$ cat src/rtl/vxc_chunk_sequencer.sv
// vxc_chunk_sequencer
//   Sequences one vector-times-constant-add pass across the NO_OF_UNITS-wide
//   datapath. It issues chunk reads to operand memory, strobes datapath operand
//   capture MEM_LAT cycles later, writes each datapath result to result memory
//   in order, and reports completion to the solver FSM.
//
// Optional feature:
//   VXC_SEQ_PERF_EN  adds the cycle_count output (busy-cycle counter of the
//                    most recent pass).
//
// Ports:
//   clk           clock
//   reset         synchronous, active-high
//   start         begin a pass; only sampled while idle
//   total         element count; latched on an accepted start
//   busy          pass in progress (issuing reads or draining results)
//   rd_en/rd_addr operand memory chunk read
//   dp_load       datapath operand capture strobe
//   dp_valid_out  datapath result valid, one pulse per chunk
//   wr_en/wr_addr result memory chunk write
//   finish        pass complete; held until the next accepted start
//   err           sticky: a datapath result arrived when none was expected
//   cycle_count   busy cycles of the last pass (VXC_SEQ_PERF_EN only)
module vxc_chunk_sequencer #(
  parameter int unsigned NO_OF_UNITS = 8,
  parameter int unsigned ADDR_WIDTH  = 10,
  parameter int unsigned MEM_LAT     = 2
) (
  input  logic                  clk,
  input  logic                  reset,
  input  logic                  start,
  input  logic [31:0]           total,
  output logic                  busy,
  output logic                  rd_en,
  output logic [ADDR_WIDTH-1:0] rd_addr,
  output logic                  dp_load,
  input  logic                  dp_valid_out,
  output logic                  wr_en,
  output logic [ADDR_WIDTH-1:0] wr_addr,
  output logic                  finish,
  output logic                  err
`ifdef VXC_SEQ_PERF_EN
  ,
  output logic [31:0]           cycle_count
`endif
);

  typedef enum logic [1:0] {
    S_IDLE,
    S_ISSUE,
    S_DRAIN,
    S_DONE
  } state_t;

  state_t state_q, state_d;

  logic [31:0]        chunks_q;
  logic [31:0]        rd_cnt;
  logic [31:0]        wr_cnt;
  logic [31:0]        res_cnt;
  logic [MEM_LAT-1:0] ld_sr;

  logic [31:0] start_chunks;
  logic        start_acc;
  logic        res_ok;

  // Quotient plus a remainder flag avoids overflow of total+NO_OF_UNITS-1.
  assign start_chunks = (total / NO_OF_UNITS) + 32'((total % NO_OF_UNITS) != 32'd0);
  assign start_acc    = (state_q == S_IDLE) && start;

  always_comb begin
    state_d = state_q;
    case (state_q)
      S_IDLE:  if (start) state_d = (start_chunks == 32'd0) ? S_DONE : S_ISSUE;
      S_ISSUE: if (rd_cnt == chunks_q - 32'd1) state_d = S_DRAIN;
      S_DRAIN: if (wr_cnt == chunks_q) state_d = S_DONE;
      S_DONE:  state_d = S_IDLE;
      default: state_d = S_IDLE;
    endcase
  end

  assign busy    = (state_q == S_ISSUE) || (state_q == S_DRAIN);
  assign rd_en   = (state_q == S_ISSUE);
  assign rd_addr = rd_cnt[ADDR_WIDTH-1:0];
  assign wr_addr = wr_cnt[ADDR_WIDTH-1:0];
  assign dp_load = ld_sr[MEM_LAT-1];

  // Results are counted on arrival rather than on write so back-to-back
  // pulses are judged against what is already in flight to the write port.
  assign res_ok = dp_valid_out && busy && (res_cnt != chunks_q);

  always_ff @(posedge clk) begin
    if (reset) begin
      state_q  <= S_IDLE;
      chunks_q <= '0;
      rd_cnt   <= '0;
      wr_cnt   <= '0;
      res_cnt  <= '0;
      ld_sr    <= '0;
      wr_en    <= 1'b0;
      finish   <= 1'b0;
      err      <= 1'b0;
    end else begin
      state_q <= state_d;
      if (start_acc) begin
        chunks_q <= start_chunks;
        rd_cnt   <= '0;
        wr_cnt   <= '0;
        res_cnt  <= '0;
        finish   <= 1'b0;
      end else begin
        if (rd_en)  rd_cnt  <= rd_cnt + 32'd1;
        if (wr_en)  wr_cnt  <= wr_cnt + 32'd1;
        if (res_ok) res_cnt <= res_cnt + 32'd1;
        if (state_q == S_DONE) finish <= 1'b1;
      end
      wr_en <= res_ok;
      if (dp_valid_out && !res_ok) err <= 1'b1;
      ld_sr[0] <= rd_en;
      for (int unsigned i = 1; i < MEM_LAT; i++) ld_sr[i] <= ld_sr[i-1];
    end
  end

`ifdef VXC_SEQ_PERF_EN
  logic [31:0] cyc_q;

  always_ff @(posedge clk) begin
    if (reset)          cyc_q <= '0;
    else if (start_acc) cyc_q <= '0;
    else if (busy)      cyc_q <= cyc_q + 32'd1;
  end

  assign cycle_count = cyc_q;
`endif

endmodule

$ cat config.mk
export PLATFORM = sky130hd
export DESIGN_NAME = vxc_chunk_sequencer
export DESIGN_NICKNAME = d
export VERILOG_FILES = /design/src/rtl/vxc_chunk_sequencer.sv
export SDC_FILE = /design/constraint.sdc
export NUM_CORES = 1
export LEC_CHECK = 0
export BUFFER_PORTS_ARGS = -buffer_cell sky130_fd_sc_hd__buf_4
export CORE_MARGIN = 2
export CORE_UTILIZATION = 55
export DETAILED_ROUTE_END_ITERATION = 8
export PLACE_DENSITY = 0.83
export SYNTH_ARGS = -nofsm -noshare
export SYNTH_HDL_FRONTEND = slang
export SYNTH_SLANG_ARGS = --single-unit
$ cat constraint.sdc
create_clock -name clk -period 2.4 [get_ports clk]
set_input_delay 0.12 -clock clk [delete_from_list [all_inputs] [get_ports clk]]
set_output_delay 0.12 -clock clk [all_outputs]
set_load 0.01 [all_outputs]
---- Word level (Yosys, flattened, before mapping) ----
Cells that the tools add are included.
word-level totals
  register bits ........................... 135
  output and inout port bits .............. 26
  word-level logic and storage cells ...... 39
operators by class
  muxes and demuxes ....................... 5
  reductions and logical operators ........ 11
  equal/unequal tests ..................... 9
  $add $sub $neg .......................... 5
operators by type and width
  kind                                                   number
  adder 32 x 1 -> 32 bit, second input constant          3
  == test 32 bit                                         2
  zero test 32 bit                                       1
  inequality test 32 bit                                 1
  nonzero test 32 bit                                    1
  subtractor 32 x 1 -> 32 bit, second input constant     1
  adder 29 x 1 -> 30 bit                                 1
  2-to-1 mux 2 bit                                       4
  case mux 2 bit (4 select lines)                        1
  == test 2 bit, second input constant                   2
  logical AND 1 bit                                      4
  inequality test 2 bit, second input constant           2
  AND reduction 3 bit                                    1
  == test 2 x 1 -> 1 bit, second input constant          1
  zero test 2 bit                                        1
  inequality test 2 x 1 -> 1 bit, second input constant  1
  OR reduction 2 bit                                     1
  zero test 1 bit                                        1
  logical OR 1 bit                                       1

---- Longest topological paths before layout ----
  depth after elaboration ................. 6
  depth in mapped cells ................... 13
  gate-level depth less buffers ........... 11

---- Worst setup path before layout ----
Ideal clock, no wire load.
  kind .................................... reg2reg
  from .................................... register state_q[1]
  to ...................................... register rd_cnt[25]
  path slack .............................. -182 ps
  clock period less this slack ............ 2582 ps
  stages on the path, launching flop included .. 12
  arrival time ............................ 2455 ps
  cell sequence ........................... dfxtp_1 > inv_1 > ha_1 > clkbuf_1 > and4_1 > nand4_1 > or2_2 > clkbuf_1 > nor3_1 > nand3_1 > xor2_1 > nor2_1
between the ends
  elaborated cells between the ends (all ways) .. 4
RTL lines
  element                 RTL line  source
  from (decl)             55        state_t state_q, state_d;
  from (signal assigned)  104       state_q <= state_d;
  == test 2 x 1 -> 1 bit  83        assign rd_en = (state_q == S_ISSUE);
  net rd_en               34        output logic rd_en,
  to (signal assigned)    112       if (rd_en) rd_cnt <= rd_cnt + 32'd1;
  to (decl)               58        logic [31:0] rd_cnt;
The timed path passes the listed nets, and every way through them passes these cells.
A chain may end at the register's enable or synchronous reset.

---- Worst setup path in the final report ----
  from .................................... register chunks_q[24]
  to ...................................... register state_q[0]
between the ends
  longest elaborated chain between the ends .. 4
  elaborated cells between the ends (all ways) .. 6
RTL lines
  element                                   RTL line  source
  from (decl)                               57        logic [31:0] chunks_q;
  from (signal assigned)                    106       chunks_q <= start_chunks;
  subtractor 32 x 1 -> 32 bit               75        S_ISSUE: if (rd_cnt == chunks_q - 32'd1) state_d = S_DRAIN;
  == test 32 bit                            75
  inequality test 2 x 1 -> 1 bit (no line)  -
  AND reduction 3 bit (no line) (*)         -
Mark *: on every way between the ends. The rest lies on a longest branch, timed or not.

==> results.cfg <==
[detailed_routing]
firstDrtPassIters = 6
wl_per_cell_um = 19.1
dr_total_vias = 8416
routed_wirelength_mm = 26.7
ant_nets = 0
avgViaCountPerCell = 6.00
drc_errors = 0
drtIter0Drc = 802

[timing]
max_freq_ghz = 0.383
maxSlewViolCount = 0
fin_ws_ps = -213
post-route-period-util_pct = 109
setup_viol_count_final = 2
hold_violations = 0
clock-skew-final_ps = 13.1
worst_slew_pin_slew_ps = 547
setup_tns_ps = -383
max_slew_margin_pct = 63.6
rsz0062_at_grt = true
min_period_ps = 2610
holdWs_ps = 14.2

[global_route]
grt_usage_pct = 32.3
gr-total-overflow = 0
first_global_vias = 7925
grt_max_degree = 41
grt_pass1_wl_mm = 41.4
antenna_found_initial = 0

[pwr]
p_per_area_mw_per_mm2 = 832
ir_worst_vdd_mv = 0.807
power_leakage_nw = 4.28

[floorplanning]
die_y_um = 127
coreArea_mm2 = 0.0150
start_util_pct = 55.6
num_rows = 45
die_x_um = 127
num_io_pins = 62
die-area_mm2 = 0.0162

[run_status]
violations = setup timing
status = finished, violations left

[finish]
final_core_util_pct = 71.6
fin_nets = 1248
syn_to_final_growth_pct = 28.7
final_common_cell = buf_4
n_antenna_cell = 0
drive_above_1_share_pct = 24.9
layout_common_cells = buf_4 (200), dfxtp_1 (125), nor2_1 (122)
n_fill_cell = 1058

[clock_tree]
cts.clk_slew.worst_paths_ps = 70
ctsHtreeMaxLevel = 4
clockRootBuffer = clkbuf_16
clockBufferDepth = 2
cts_tree = yes
clock_latency_ps = 440
clock_sinks = 133
numCtsBuffers = 17

[critical_path]
timing_worst_setup_path_type = reg -> reg
cp.arrival_ps = 2980
critPathMaxFanout = 5
critPathRequiredTime_ps = 2770
startpoint_type = flop
crit_path_end_kind = flop

[synthesis]
yosysWarnings = 0
synthArstFlopShare_pct = 0
ys.flop_type = dfxtp_1
syn_nets = 1098
synth_cell_type_count = 65
synth_cells = 1051
synthesis.area_mm2 = 0.00836
synth-seq-area-share_pct = 31.8
synth_edf_count = 0
synth-seq-cells = 133
synth_area_per_cell_um2 = 7.96

[placement]
pre_cts_ws_ps = -252
gp_congestion = 0.976
portBuffers = 61
dp_hpwl_mm = 18.9

[min_path]
min_path_type = in -> reg

[job]
max_cap_viol_count = 0
==> cells in the mapped netlist, types with 4 or more instances <==
library cell	n	area, um2
a21oi_1	20	100
a31oi_1	7	43.8
and2_1	10	62.6
and3_1	34	213
and4_1	12	105
buf_2	14	70.1
buf_4	21	158
clkbuf_1	41	154
dfxtp_1	133	2660
ha_1	11	138
inv_1	21	78.8
mux2i_1	8	80.1
nand2_1	91	342
nand2b_1	4	25.0
nand3_1	56	280
nand4_1	42	263
nor2_1	124	465
nor2b_1	8	50.1
nor3_1	25	125
nor4_1	22	138
o21ai_0	46	230
o22ai_1	9	56.3
or3_1	20	125
xnor2_1	105	920
xor2_1	102	893
==> power by group <==
group	internal (W)	switching, W
clock	0.00155	0.00112
sequential	0.00235	0.000167
combinational	0.00170	0.00207
==> sequential cells by signal, indices dropped and copies added, names as in the netlist <==
signal and cells:
state_q 2, chunks_q 30, finish 1, rd_cnt 32
wr_en 1, ld_sr 2, res_cnt 32, wr_cnt 32
err 1
==> final timing paths <==
kind | startpoint | endpoint | slack, ps | cells past startpoint
max | chunks_q[24]$_SDFFE_PP0P_ | state_q[0]$_SDFFE_PP0P_ | -210 | 9
min | total[30] | chunks_q[27]$_SDFFE_PP0P_ | 10 | 3
max reg2reg | chunks_q[24]$_SDFFE_PP0P_ | state_q[0]$_SDFFE_PP0P_ | -210 | 9
min reg2reg | ld_sr[0]$_SDFF_PP0_ | ld_sr[1]$_SDFF_PP0_ | 460 | 1
==> area by class of cell <==
type / count / area [um2] / area share (%)
Multi-Input combinational cell: 816 / 5520 / 51.3
Tap cell: 188 / 235 / 2.19
Clock inverter: 12 / 130 / 1.21
Clock buffer: 20 / 467 / 4.34
Sequential cell: 133 / 2680 / 24.9
Timing Repair Buffer: 212 / 1650 / 15.3
Inverter: 21 / 78.8 / 0.732
==> logic make-up after synthesis <==
family / count (synthesis) / share of synthesized area, %
adders and majority gates: 11 / 1.65
AOI/OAI and AO/OA: 115 / 8.66
muxes: 9 / 1.09
and+or+nand+nor: 474 / 29.1
DFF: 133 / 31.8
buffers and inverters: 102 / 6.00
xor gates and xnor gates: 207 / 21.7
==> metal layers <==
layer	vias up	wire length (um)	GRT usage, %
li1	3908	-	-
met1	3954	10800	41.4
met2	451	12300	51.3
met3	103	2340	7.37
met4	0	1280	16.4
met5	-	0	0
==> metrics by stage <==
step / std cells / area [um2] / power [W]
3_3_place_gp: 1360 / 9800 / 0.00573
2_1_floorplan: 1051 / 8430 / 0.00442
5_1_grt: 1402 / 10800 / 0.00929
3_5_place_dp: 1360 / 9800 / 0.00579
4_1_cts: 1397 / 10500 / 0.00861
6_report: 1402 / 10800 / 0.00896
==> worst max-delay path, cell delays in order, from the launching register on <==
cell	delay [ps]
dfxtp_1	330
buf_4	170
or4_4	460
nor3_4	190
xnor2_1	80
o41a_1	410
a2111oi_4	370
nand4_1	210
nand3_1	150
o311a_1	170
==> timing repair <==
item / CTS / global route
hold endpoints to repair: 6 / 0
buffers inserted: 0 / 5
hold buffers: 5 / 0
resized for setup: 23 / 37
setup endpoints to repair: 14 / 37
pin swaps: 6 / 16
Note: power is estimated with default switching activity, not from simulation.
